==> src/rtl/lsnn_pkg.sv <==
// Shared constants and FSM encoding for the LSNN neuron scheduler.
// Saturating arithmetic is selected with the LSNN_SAT_EN macro in lsnn_neuron_core.
package lsnn_pkg;

    localparam int unsigned LSNN_DATA_W = 8;
    localparam int unsigned ALPHA       = 8;
    localparam int unsigned B0J         = 8;

    typedef enum logic [1:0] {
        ST_IDLE  = 2'd0,
        ST_SWEEP = 2'd1,
        ST_DONE  = 2'd2
    } lsnn_state_e;

endpackage

==> src/rtl/lsnn_neuron_core.sv <==
// Combinational single-neuron update: spike test, leaky state, adaptation and threshold.
// Define LSNN_SAT_EN to saturate the state and adaptation additions instead of wrapping.
module lsnn_neuron_core
    import lsnn_pkg::*;
#(
    parameter int unsigned DATA_W = LSNN_DATA_W
) (
    input  logic [DATA_W-1:0] cur,
    input  logic [DATA_W-1:0] st,
    input  logic [DATA_W-1:0] adapt,
    input  logic [DATA_W-1:0] thr,
    output logic              spike_c,
    output logic [DATA_W-1:0] st_c,
    output logic [DATA_W-1:0] adapt_c,
    output logic [DATA_W-1:0] thr_c
);

    logic [DATA_W-1:0] a_base;

`ifdef LSNN_SAT_EN
    logic [DATA_W:0] st_sum;
    logic [DATA_W:0] a_sum;
`endif

    // Both adaptation branches share "+ (a >> 2)"; only the first term depends on the spike.
    always_comb begin
        spike_c = (st >= thr);
        a_base  = spike_c ? adapt : (adapt >> 1);
`ifdef LSNN_SAT_EN
        st_sum  = {1'b0, cur} + {1'b0, (st >> 1)};
        a_sum   = {1'b0, a_base} + {1'b0, (adapt >> 2)};
        st_c    = st_sum[DATA_W] ? {DATA_W{1'b1}} : st_sum[DATA_W-1:0];
        adapt_c = a_sum[DATA_W]  ? {DATA_W{1'b1}} : a_sum[DATA_W-1:0];
`else
        st_c    = cur + (st >> 1);
        adapt_c = a_base + (adapt >> 2);
`endif
        thr_c   = DATA_W'(B0J) + adapt_c;
    end

endmodule

==> src/rtl/lsnn_neuron_scheduler.sv <==
// Time-multiplexed LSNN layer: one shared neuron core swept over all neurons per tick.
// Optional LSNN_SAT_EN macro makes the core saturate instead of wrap.
module lsnn_neuron_scheduler
    import lsnn_pkg::*;
#(
    parameter  int unsigned NUM_NEURONS = 4,
    parameter  int unsigned DATA_W      = LSNN_DATA_W,
    localparam int unsigned IDX_W       = $clog2(NUM_NEURONS)
) (
    input  logic                   clk,
    input  logic                   rst_n,
    input  logic                   tick,
    output logic                   busy,
    input  logic                   cur_we,
    input  logic [IDX_W-1:0]       cur_idx,
    input  logic [DATA_W-1:0]      cur_data,
    output logic [NUM_NEURONS-1:0] spike_vec,
    output logic                   done,
    input  logic [IDX_W-1:0]       thr_sel,
    output logic [DATA_W-1:0]      thr_out,
    output logic                   overrun
);

    lsnn_state_e      fsm_q;
    lsnn_state_e      fsm_d;
    logic [IDX_W-1:0] idx_q;
    logic [IDX_W-1:0] idx_d;
    logic             upd_en;

    logic [DATA_W-1:0] cur_q   [NUM_NEURONS];
    logic [DATA_W-1:0] st_q    [NUM_NEURONS];
    logic [DATA_W-1:0] adapt_q [NUM_NEURONS];
    logic [DATA_W-1:0] thr_q   [NUM_NEURONS];

    logic              spike_c;
    logic [DATA_W-1:0] st_c;
    logic [DATA_W-1:0] adapt_c;
    logic [DATA_W-1:0] thr_c;

    always_ff @(posedge clk or posedge rst_n) begin
        if (rst_n) begin
            fsm_q <= ST_IDLE;
            idx_q <= '0;
        end else begin
            fsm_q <= fsm_d;
            idx_q <= idx_d;
        end
    end

    always_comb begin
        fsm_d  = fsm_q;
        idx_d  = idx_q;
        upd_en = 1'b0;
        case (fsm_q)
            ST_IDLE: begin
                if (tick) begin
                    fsm_d = ST_SWEEP;
                    idx_d = '0;
                end
            end
            ST_SWEEP: begin
                upd_en = 1'b1;
                if (idx_q == IDX_W'(NUM_NEURONS - 1)) begin
                    fsm_d = ST_DONE;
                    idx_d = '0;
                end else begin
                    idx_d = idx_q + IDX_W'(1);
                end
            end
            ST_DONE: fsm_d = ST_IDLE;
            default: fsm_d = ST_IDLE;
        endcase
    end

    // Status flags registered from the next state so they line up with the FSM register.
    always_ff @(posedge clk or posedge rst_n) begin
        if (rst_n) begin
            busy    <= 1'b0;
            done    <= 1'b0;
            overrun <= 1'b0;
        end else begin
            busy    <= (fsm_d != ST_IDLE);
            done    <= (fsm_d == ST_DONE);
            overrun <= overrun | (tick & (fsm_q != ST_IDLE));
        end
    end

    // Current registers persist across sweeps; the core sees the pre-edge value on a collision.
    always_ff @(posedge clk or posedge rst_n) begin
        if (rst_n) begin
            for (int unsigned i = 0; i < NUM_NEURONS; i++) begin
                cur_q[i] <= '0;
            end
        end else if (cur_we) begin
            cur_q[cur_idx] <= cur_data;
        end
    end

    lsnn_neuron_core #(
        .DATA_W (DATA_W)
    ) u_core (
        .cur     (cur_q[idx_q]),
        .st      (st_q[idx_q]),
        .adapt   (adapt_q[idx_q]),
        .thr     (thr_q[idx_q]),
        .spike_c (spike_c),
        .st_c    (st_c),
        .adapt_c (adapt_c),
        .thr_c   (thr_c)
    );

    always_ff @(posedge clk or posedge rst_n) begin
        if (rst_n) begin
            for (int unsigned i = 0; i < NUM_NEURONS; i++) begin
                st_q[i]    <= '0;
                adapt_q[i] <= DATA_W'(ALPHA);
                thr_q[i]   <= DATA_W'(B0J);
            end
            spike_vec <= '0;
        end else if (upd_en) begin
            st_q[idx_q]      <= st_c;
            adapt_q[idx_q]   <= adapt_c;
            thr_q[idx_q]     <= thr_c;
            spike_vec[idx_q] <= spike_c;
        end
    end

    assign thr_out = thr_q[thr_sel];

endmodule

==> config.mk <==
export PLATFORM = sky130hd
export DESIGN_NAME = lsnn_neuron_scheduler
export DESIGN_NICKNAME = d
export VERILOG_FILES = /design/src/rtl/lsnn_pkg.sv /design/src/rtl/lsnn_neuron_core.sv /design/src/rtl/lsnn_neuron_scheduler.sv
export SDC_FILE = /design/constraint.sdc
export NUM_CORES = 1
export LEC_CHECK = 0
export BUFFER_PORTS_ARGS = -buffer_cell sky130_fd_sc_hd__buf_4
export CORE_AREA = 2 2 106 108
export DETAILED_ROUTE_END_ITERATION = 10
export DIE_AREA = 0 0 108 110
export PLACE_DENSITY = 0.79
export SLEW_MARGIN = 25
export SYNTH_ARGS = -nofsm -noshare
export SYNTH_HDL_FRONTEND = slang
export SYNTH_SLANG_ARGS = --single-unit
==> constraint.sdc <==
create_clock -name clk -period 6.5 [get_ports clk]
set_input_delay 1.3 -clock clk [delete_from_list [all_inputs] [get_ports clk]]
set_output_delay 1.3 -clock clk [all_outputs]
set_load 0.05 [all_outputs]
# Word-level counts from Yosys, hierarchy flattened

Cells that the tools add are included.

Register bits after elaboration: 139
Logic and storage cells: 85

Add/subtract/negate cells: 4
Order comparisons: 8
Equal/unequal tests: 4
Mux-type cells: 34
Bitwise operators: 5
Reductions and logical operators: 8

Operator list:

| kind                                                        | count |
|---|---|
| bitwise mux 32 bit                                          | 4 |
| two-way mux 8 bit                                           | 13 |
| binary-select mux 8 bit (select 2 bit)                      | 5 |
| demux 8 bit (select 2 bit)                                  | 2 |
| >= comparator 3 bit (second input constant)                 | 3 |
| NOT 2 -> 3 bit                                              | 3 |
| adder 4 x 8 -> 8 bit (first input constant)                 | 1 |
| adder 8 x 6 -> 8 bit                                        | 1 |
| adder 8 x 7 -> 8 bit                                        | 1 |
| >= comparator 8 bit                                         | 1 |
| two-way mux 2 bit                                           | 4 |
| case mux 2 bit (2 select lines)                             | 2 |
| less-than comparator 3 x 1 -> 1 bit (second input constant) | 2 |
| nonzero test 2 bit                                          | 3 |
| bitwise mux 4 bit                                           | 1 |
| equality test 2 bit (second input constant)                 | 2 |
| logical AND 1 bit                                           | 3 |
| less-than comparator 2 x 3 -> 1 bit (second input constant) | 1 |
| adder 2 x 1 -> 2 bit (second input constant)                | 1 |
| demux 1 bit (select 2 bit)                                  | 1 |
| equality test 2 x 1 -> 1 bit (second input constant)        | 1 |
| >= comparator 2 x 1 -> 1 bit (second input constant)        | 1 |
| zero test 2 bit                                             | 1 |
| two-way mux 1 bit                                           | 2 |
| other kinds (4)                                             | 4 |

# Depth between registers and ports, before layout

Gate-level depths: netlist (run 1).

Word-level depth: 9
Mapped depth: 26

# By module

Synthesis (run 1) repeated with hierarchy kept, for this count alone.

Cell total of the unflattened synthesis: 482
Area total of the unflattened synthesis: 7338.3 µm²

Modules (own cells, without submodules):

| module                | instances | cells an instance | area an instance (µm²) |
|---|---|---|---|
| lsnn_neuron_scheduler | 1         | 359               | 6382.4 |
| lsnn_neuron_core      | 1         | 123               | 955.9 |

# Worst setup path before layout (run 1)

OpenSTA, ideal clock, no wires.

Path type: reg-to-reg
Start point: reg idx_q[0]
End point: reg thr_q[15] in the netlist's numbering
Setup time: 0.082 ns
Arrival time: 5.552 ns
Required time: 6.418 ns
Path slack: 0.866 ns
Cell stages (with the launch flop): 24
Buffers on the path: 4
Clock period less this slack: 5.634 ns
Path through: dfrtp_1 -> buf_2 -> clkbuf_1 -> mux4_2 -> ha_1 -> and3_1 -> a221oi_1 -> and2_1 -> buf_6 -> clkbuf_1 -> nor2_1 -> a21o_1 -> ha_1 -> a21oi_1 -> nor2b_1 -> nor2_1 -> xnor2_1 -> ha_1 -> nand2b_1 -> o21bai_1 -> a221oi_1 -> a2111oi_0 -> nand2_1 -> a31oi_1

Longest elaborated chain between the ends: 9
Elaborated cells between the ends (all ways): 20

RTL lines:

| what                                                             | line                                                                                     | text |
|---|---|---|
| from (decl)                                                      | lsnn_neuron_scheduler.sv:26                                                              | `logic [IDX_W-1:0] idx_q;` |
| from (signal assigned)                                           | lsnn_neuron_scheduler.sv:46                                                              | `idx_q <= idx_d;` |
| NOT 2 -> 3 bit (implied by the code) *                           | lsnn_neuron_scheduler.sv:103, lsnn_neuron_scheduler.sv:104, lsnn_neuron_scheduler.sv:105 |  |
| binary-select mux 8 bit (select 2 bit), on equally long branches | lsnn_neuron_scheduler.sv:103, lsnn_neuron_scheduler.sv:105                               |  |
| two-way mux 8 bit, on equally long branches (2 in a row)         | lsnn_neuron_scheduler.sv:103, lsnn_neuron_scheduler.sv:105                               |  |
| >= comparator 8 bit                                              | lsnn_neuron_core.sv:27                                                                   | `spike_c = (st >= thr);` |
| two-way mux 8 bit                                                | lsnn_neuron_core.sv:28                                                                   | `a_base = spike_c ? adapt : (adapt >> 1);` |
| adder 8 x 6 -> 8 bit *                                           | lsnn_neuron_core.sv:36                                                                   | `adapt_c = a_base + (adapt >> 2);` |
| via adapt_c[3]                                                   | lsnn_neuron_scheduler.sv:37                                                              | `logic [DATA_W-1:0] adapt_c;` |
| adder 4 x 8 -> 8 bit *                                           | lsnn_neuron_core.sv:38                                                                   | `thr_c = DATA_W'(B0J) + adapt_c;` |
| bitwise mux 32 bit *                                             | lsnn_neuron_scheduler.sv:123                                                             | `thr_q[idx_q] <= thr_c;` |
| to (signal, indexed assignment)                                  | lsnn_neuron_scheduler.sv:117                                                             | `thr_q[i] <= DATA_W'(B0J);` |
| to (signal, indexed assignment)                                  | lsnn_neuron_scheduler.sv:123                                                             |  |
| to (decl)                                                        | lsnn_neuron_scheduler.sv:33                                                              | `logic [DATA_W-1:0] thr_q [NUM_NEURONS];` |

The timed path passes the listed nets; every way through them passes the cells marked *. The select of a mux whose other input is x is not followed.
A chain may end at the register's enable or synchronous reset.

# Worst setup path after layout (run 1)

Ends and elaborated chain as after synthesis.

==> results of run 1 <==
==> Yosys cell counts (all sizes together), types with 2 or more instances <==
cell type	count
o21a	3
xnor2	5
o21ai	71
a21oi	15
nand3b	2
mux2	51
nand2	81
nor3	3
nor2	18
nor2b	5
a211oi	3
dfrtp	119
a221oi	2
buf	6
fa	2
xor2	6
a21o	7
inv	24
ha	26
a31oi	7
clkbuf	19
mux4	37
dfstp	8
nand3	8
nand2b	7
a2111oi	2
==> worst max-delay path, stage by stage, from the launching register on <==
cell and delay (ns):
sky130_fd_sc_hd__dfrtp_2 0.74, sky130_fd_sc_hd__mux4_2 0.57, sky130_fd_sc_hd__inv_1 0.08, sky130_fd_sc_hd__ha_1 0.22, sky130_fd_sc_hd__nand2b_1 0.14, sky130_fd_sc_hd__a2111oi_0 0.37
sky130_fd_sc_hd__nand4b_1 0.21, sky130_fd_sc_hd__and2_1 0.27, sky130_fd_sc_hd__nor2_1 0.07, sky130_fd_sc_hd__a21o_1 0.18, sky130_fd_sc_hd__ha_1 0.28, sky130_fd_sc_hd__a21oi_1 0.09
sky130_fd_sc_hd__nor2b_1 0.12, sky130_fd_sc_hd__nor2_1 0.07, sky130_fd_sc_hd__xnor2_1 0.70, sky130_fd_sc_hd__ha_1 0.43, sky130_fd_sc_hd__nand2b_1 0.11, sky130_fd_sc_hd__o21bai_1 0.19
sky130_fd_sc_hd__a221oi_1 0.13, sky130_fd_sc_hd__a2111oi_0 0.51, sky130_fd_sc_hd__nand2_1 0.19, sky130_fd_sc_hd__a31oi_1 0.21
==> worst paths after layout <==
kind | to | slack, ns | depth (start not counted)
min reg2reg | overrun | 0.46 | 1
max reg2reg | thr_q[15] | 0.53 | 21
min in group asynchronous | st_q[14] | 0.96 | 2
max | thr_q[15] | 0.53 | 21
max in group asynchronous | idx_q[0] | 4.27 | 3
min | overrun | 0.46 | 1
==> per-stage QoR <==
stage / hold slack, ns / area [um^2] / util
5_1_grt: 0.496 / 7460 / 0.697
6_report: 0.464 / 7460 / 0.697
3_5_place_dp: 0.454 / 6910 / 0.646
2_1_floorplan: 0.437 / 6530 / -
4_1_cts: 0.471 / 7460 / 0.697
3_3_place_gp: 0.452 / 6910 / 0.646
==> routing by layer <==
metal,vias to the layer above,GRT usage,share of wire
li1,2061,-,-
met1,2229,0.324,0.41
met2,138,0.466,0.52
met3,34,0.0629,0.047
met4,0,0.110,0.028
met5,-,0,0
==> kinds of logic after synthesis <==
logic type      count (synthesis)
buf+inv                        50
mux                            89
fa+ha+maj                      28
simple gates                  129
flops                         127
compound gates                118
xor+xnor                       12
==> power by group through the flow <==
stage	clock, mW	combinational [mW]	sequential (mW)
detailed placement	0	1.50	1.13
global placement	0	1.45	1.11
global route	0.924	1.68	1.14
finish	0.872	1.51	1.11
CTS	0.884	1.51	1.11
floorplan	0	1.14	1.11
==> registers in the layout, summed over array words and instances, names as in the netlist <==
| register | cells |
|---|---|
| busy | 1 |
| cur_q | 32 |
| thr_q | 26 |
| spike_vec | 4 |
| overrun | 1 |
| adapt_q | 26 |
| idx_q | 2 |
| st_q | 32 |
| fsm_q | 2 |
| done | 1 |
==> final cells by class <==
| type | count | area (um^2) |
|---|---|---|
| clock buffers | 22 | 463 |
| clock inverters | 9 | 86.3 |
| well taps | 140 | 175 |
| multi-input cells | 376 | 3150 |
| flip-flops and latches | 127 | 3190 |
| fillers | 749 | 3240 |
| repair buffers | 40 | 300 |
| inverters | 25 | 96.3 |
==> metrics.yaml, run 1 <==
pwr:
  net_switching_power_figure_mw: 1.36
  seq_power_share: 0.319
  peakVddDrop_v: 0.000336
  p_int_mw: 2.13
  totalPowerFinal_mw: 3.49
  clkPwrFrac: 0.250
  power.share.switching: 0.390
  power.combinational.fraction: 0.432
  leakagePower_nw: 3.29
  power_per_cell_area_nw_per_um2: 468
yosys:
  ys_top_cells_by_area: "sky130_fd_sc_hd__dfrtp_1, sky130_fd_sc_hd__mux4_2, sky130_fd_sc_hd__mux2_2"
  synth-seq-cells: 127
  post_synth_xor_area_fraction: 0.0182
  synth_top_area_cell: "sky130_fd_sc_hd__dfrtp_1"
  main_combinational_cell_family_by_area_after_synthesis: "multiplexers"
  syn-mean-instance-area_um2: 11.8
  synthMuxAreaShare: 0.217
  number_of_enable_flip_flop_cells_after_synthesis: 0
  ys_dominant_reg_cell: "sky130_fd_sc_hd__dfrtp_1"
  synth_cells: 553
  syn_nets: 597
  library_cells_used_by_synthesis: 46
  sequential_share_of_the_synthesized_area: 0.488
  synthAdderAreaFrac: 0.0559
  ys.warnings.count: 0
  ys_async_sr_fraction: 1.00
  synthesis.area_um2: 6530
  yosys.area.top_type_share: 0.456
  simple_gate_fraction_of_synth_area: 0.0852
  synth_compound_gate_area_share: 0.105
timing:
  setup_repair_after_global_routing_missed_its_margin: "no"
  hold_violations: 0
  totalNegativeSetupSlack_ns: 0
  max_slew_margin: 0.390
  finalMaxSlewViolations: 0
  clock_skew_ns: 0.00668
  final.period_utilization: 0.919
  highest_attainable_clock_frequency_mhz: 167
  final_critical_path_setup_slack_ns: 0.529
  timing.final.setup_violations: 0
  period_minus_slack_ns: 5.97
  worst-slew-pin-transition_ns: 0.913
outcome:
  outcome: "finished, final reports clean"
global_route:
  antenna_found_initial: 0
  gr-usage-all-layers: 0.268
  grt_start_max_net_pins: 73
  grt_overflow_total: 0
  grt_pass1_wl_um: 23700
  number_of_global_route_vias_before_repair: 4708
detailed_routing:
  post_drt_via_cell_ratio: 6.04
  drt_first_iter_violations: 251
  route.vias.total: 4462
  drtPass1Iterations: 5
  routed_wire_length_per_instance_um: 19.3
  drtAntennaViolNets: 0
  drt_wl_total_um: 14300
  drcViolationCount: 0
floorplan:
  die_w_um: 108
  die_h_um: 110
  row_count: 38
  initial_core_utilization: 0.611
  core-area_um2: 10700
  floorplan.die_area_um2: 11900
  io_pins: 31
clock_tree:
  cts_buffer_depth: 2
  cts_hold_repair.buffers: 0
  tritoncts: "built"
  cts_setup_buffers: 0
  clock_sink_count: 127
  cts_buffers: 17
  cts-htree-levels: 4
  worst_skew_late_latency_ns: 0.53
  cts.reportedPaths.clkPinSlew_ns: 0.06
  clock-root-buffer: "sky130_fd_sc_hd__clkbuf_8"
  post_cts_resize_count: 0
setup_path:
  start_kind: "flip-flop"
  crit_required_ns: 6.95
  critical_path_class: "flip-flop to flip-flop"
  crit_arrival_ns: 6.42
  timing.critical_path.to_type: "flip-flop"
  peak_fanout_along_the_critical_path: 18
  regToRegStartpoint: "idx_q[0]"
  cp-startpoint: "idx_q[0]"
layout:
  insertedDiodeCount: 0
  post_route_cells_drive_above_1_share: 0.284
  final_cell_count_no_fill: 739
  layout.nets: 631
  area_growth_syn_to_layout_pct: 14.1
  final_cell_mix: "sky130_fd_sc_hd__dfrtp_1, sky130_fd_sc_hd__nand2_1, sky130_fd_sc_hd__o21ai_0"
  layout.cells.most_common: "sky130_fd_sc_hd__dfrtp_1"
placed_design:
  routabilityCongestion: 1.01
  setup_slack_placement_ns: 0.615
  port-buffer-count: 30
  place_hpwl_um: 9640
  place_inst: 708
min_path:
  timing.hold.worst.start: "overrun"
  min_path_type: "flip-flop to flip-flop"
job:
  timing.max_cap.violations: 0
Power figures use the tool's default switching activity.
==> run 2: changes to the inputs <==
CORE_AREA = 10 10 111 113   (was 2 2 106 108)
DIE_AREA = 0 0 121 123   (was 0 0 108 110)
PLACE_DENSITY = 0.83   (was 0.79)
SLEW_MARGIN = 20   (was 25)
clock period = 7.2 ns   (was 6.5 ns; I/O delays follow)
==> metrics.yaml, run 2 (synthesis results as in run 1) <==
layout:
  area_growth_syn_to_layout_pct: 14.4  # was 14.1%
  layout.core_utilization: 0.737  # was 0.697
  final_cell_mix: "sky130_fd_sc_hd__dfrtp_1, sky130_fd_sc_hd__nand2_1, sky130_fd_sc_hd__o21ai_0"  # unchanged
  insertedDiodeCount: 0  # unchanged
  layout.nets: 631  # unchanged
  layout.cells.most_common: "sky130_fd_sc_hd__dfrtp_1"  # unchanged
  layout_top_registers: "cur_q (32), st_q (32)"  # unchanged
  final_cell_count_no_fill: 736  # was 739
  fillerInstances: 669  # was 749
  post_route_cells_drive_above_1_share: 0.283  # was 0.284
floorplan:
  io_pins: 31  # unchanged
  row_count: 37  # was 38
  die_w_um: 121  # was 108 um
  initial_core_utilization: 0.644  # was 0.611
  core-area_um2: 10100  # was 10700 um^2
  die_h_um: 123  # was 110 um
  floorplan.die_area_um2: 14900  # was 11900 um^2
setup_path:
  peak_fanout_along_the_critical_path: 17  # was 18
  cp_cell_sequence: "mux4_2 -> ha_1 -> and3_1 -> a221oi_1 -> and2_1 -> mux2_2 -> ha_1 -> inv_1 -> fa_1 -> nor2b_1 -> o31a_1 -> a21o_1 -> inv_1 -> ha_1 -> nand2b_1 -> o21bai_1 -> a211oi_1 -> a21oi_1 -> a32oi_1 -> a31oi_1"  # was mux4_2 -> inv_1 -> ha_1 -> nand2b_1 -> a2111oi_0 -> nand4b_1 -> and2_1 -> nor2_1 -> a21o_1 -> ha_1 -> a21oi_1 -> nor2b_1 -> nor2_1 -> xnor2_1 -> ha_1 -> nand2b_1 -> o21bai_1 -> a221oi_1 -> a2111oi_0 -> nand2_1 -> a31oi_1
  critical_path.most_common_cell: "sky130_fd_sc_hd__ha_1"  # unchanged
  crit_required_ns: 7.61  # was 6.95 ns
  crit_arrival_ns: 6.58  # was 6.42 ns
  timing.critical_path.slowest_cell_delay_ns: 0.91  # was 0.74 ns
  timing.critical_path.to_type: "flip-flop"  # unchanged
  critPathBufInv: 2  # was 1
  start_kind: "flip-flop"  # unchanged
  critical_path_class: "flip-flop to flip-flop"  # unchanged
  crit_family: "compound AO/OA/AOI/OAI gates"  # unchanged
  crit_slowest_cell: "sky130_fd_sc_hd__dfrtp_1"  # was sky130_fd_sc_hd__dfrtp_2
detailed_routing:
  drtPass1Iterations: 4  # was 5
  routed_wire_length_per_instance_um: 19.9  # was 19.3 um
  drt_wl_total_um: 14600  # was 14300 um
  post_drt_via_cell_ratio: 6.10  # was 6.04
  drcViolationCount: 0  # unchanged
  drtAntennaViolNets: 0  # unchanged
  route.vias.total: 4493  # was 4462
  drt_first_iter_violations: 340  # was 251
clock_tree:
  worst_skew_late_latency_ns: 0.55  # was 0.53 ns
  cts_setup_buffers: 0  # unchanged
  cts_buffers: 17  # unchanged
  cts.reportedPaths.clkPinSlew_ns: 0.06  # about the same
  post_cts_resize_count: 0  # unchanged
  cts-htree-levels: 4  # unchanged
  clock_sink_count: 127  # unchanged
  tritoncts: "built"  # unchanged
  clock-root-buffer: "sky130_fd_sc_hd__clkbuf_8"  # unchanged
  cts_buffer_depth: 2  # unchanged
  cts_hold_repair.buffers: 0  # unchanged
global_route:
  globalRouteMet3Util: 0.0656  # was 0.0629
  met1_usage: 0.246  # was 0.324
  grt_peak_use_layer: "met2"  # unchanged
  grt_pass1_wl_um: 24200  # was 23700 um
  gr-usage-all-layers: 0.210  # was 0.268
  number_of_global_route_vias_before_repair: 4676  # was 4708
  met2_usage: 0.362  # was 0.466
  grt_start_max_net_pins: 72  # was 73
  grt_overflow_total: 0  # unchanged
  antenna_found_initial: 0  # unchanged
min_path:
  min_path_type: "flip-flop to flip-flop"  # unchanged
pwr:
  peakVddDrop_v: 0.000346  # was 0.000336 V
  leakagePower_nw: 3.31  # was 3.29 nW
  power_per_cell_area_nw_per_um2: 432  # was 468 nW/um^2
  totalPowerFinal_mw: 3.23  # was 3.49 mW
timing:
  final.period_utilization: 0.856  # was 0.919
  timing.final.setup_violations: 0  # unchanged
  period_minus_slack_ns: 6.17  # was 5.97 ns
  hold_violations: 0  # unchanged
  max_slew_margin: 0.399  # was 0.390
  clock_skew_ns: 0.00960  # was 0.00668 ns
  worst-slew-pin-transition_ns: 0.900  # was 0.913 ns
  totalNegativeSetupSlack_ns: 0  # unchanged
  setup_repair_after_global_routing_missed_its_margin: "no"  # unchanged
  finalMaxSlewViolations: 0  # unchanged
  highest_attainable_clock_frequency_mhz: 162  # was 167 MHz
placed_design:
  routabilityCongestion: 0.934  # was 1.01
  place_hpwl_um: 10000  # was 9640 um
  port-buffer-count: 30  # unchanged
  place_inst: 704  # was 708
job:
  timing.max_cap.violations: 0  # unchanged
outcome:
  outcome: "finished, final reports clean"  # unchanged
## run 2: path summary, 6_finish.rpt
kind	start	endpoint	slack, ns	depth (start not counted)
min in group asynchronous	rst_n	st_q[21]	1.07	2
max in group asynchronous	rst_n	idx_q[0]	4.82	3
hold / removal	adapt_q[3]	adapt_q[3]	0.46	2
setup reg to reg	idx_q[1]	thr_q[7]	1.03	20
hold reg to reg	adapt_q[3]	adapt_q[3]	0.46	2
setup / recovery	idx_q[1]	thr_q[7]	1.03	20
## run 2: layout make-up
| class | count | area, um^2 | area share |
|---|---|---|---|
| inverters | 25 | 96.3 | 0.0129 |
| clock buffers | 21 | 439 | 0.0588 |
| repair buffers | 40 | 300 | 0.0402 |
| multi-input cells | 376 | 3150 | 0.421 |
| clock inverters | 11 | 133 | 0.0177 |
| flip-flops and latches | 127 | 3190 | 0.427 |
| well taps | 136 | 170 | 0.0228 |
## run 2: tightest hold or removal path: stages (launching register included)
cell and delay, ns:
sky130_fd_sc_hd__dfstp_2 0.37, sky130_fd_sc_hd__nand2_1 0.05, sky130_fd_sc_hd__nand2_1 0.05
## run 2: through the flow
stage / area, um^2 / worst slack [ns] / hold WS [ns]
floorplan: 6530 / 1.57 / 0.437
global placement: 6900 / 1.38 / 0.450
detailed placement: 6900 / 1.13 / 0.450
CTS: 7470 / 1.12 / 0.459
global route: 7470 / 0.677 / 0.476
finish: 7470 / 1.03 / 0.460
## run 2: routing by layer
metal	up-vias	wire length, um
met5	-	0
met4	0	202
met3	27	788
met2	136	7690
met1	2261	5960
li1	2069	-
## run 2: report_power, final
part	total, mW	switching, mW	internal [mW]	leakage, nW
registers	1.01	0.126	0.882	1.60
clock network	0.831	0.326	0.506	0.274
logic	1.39	0.829	0.563	1.44
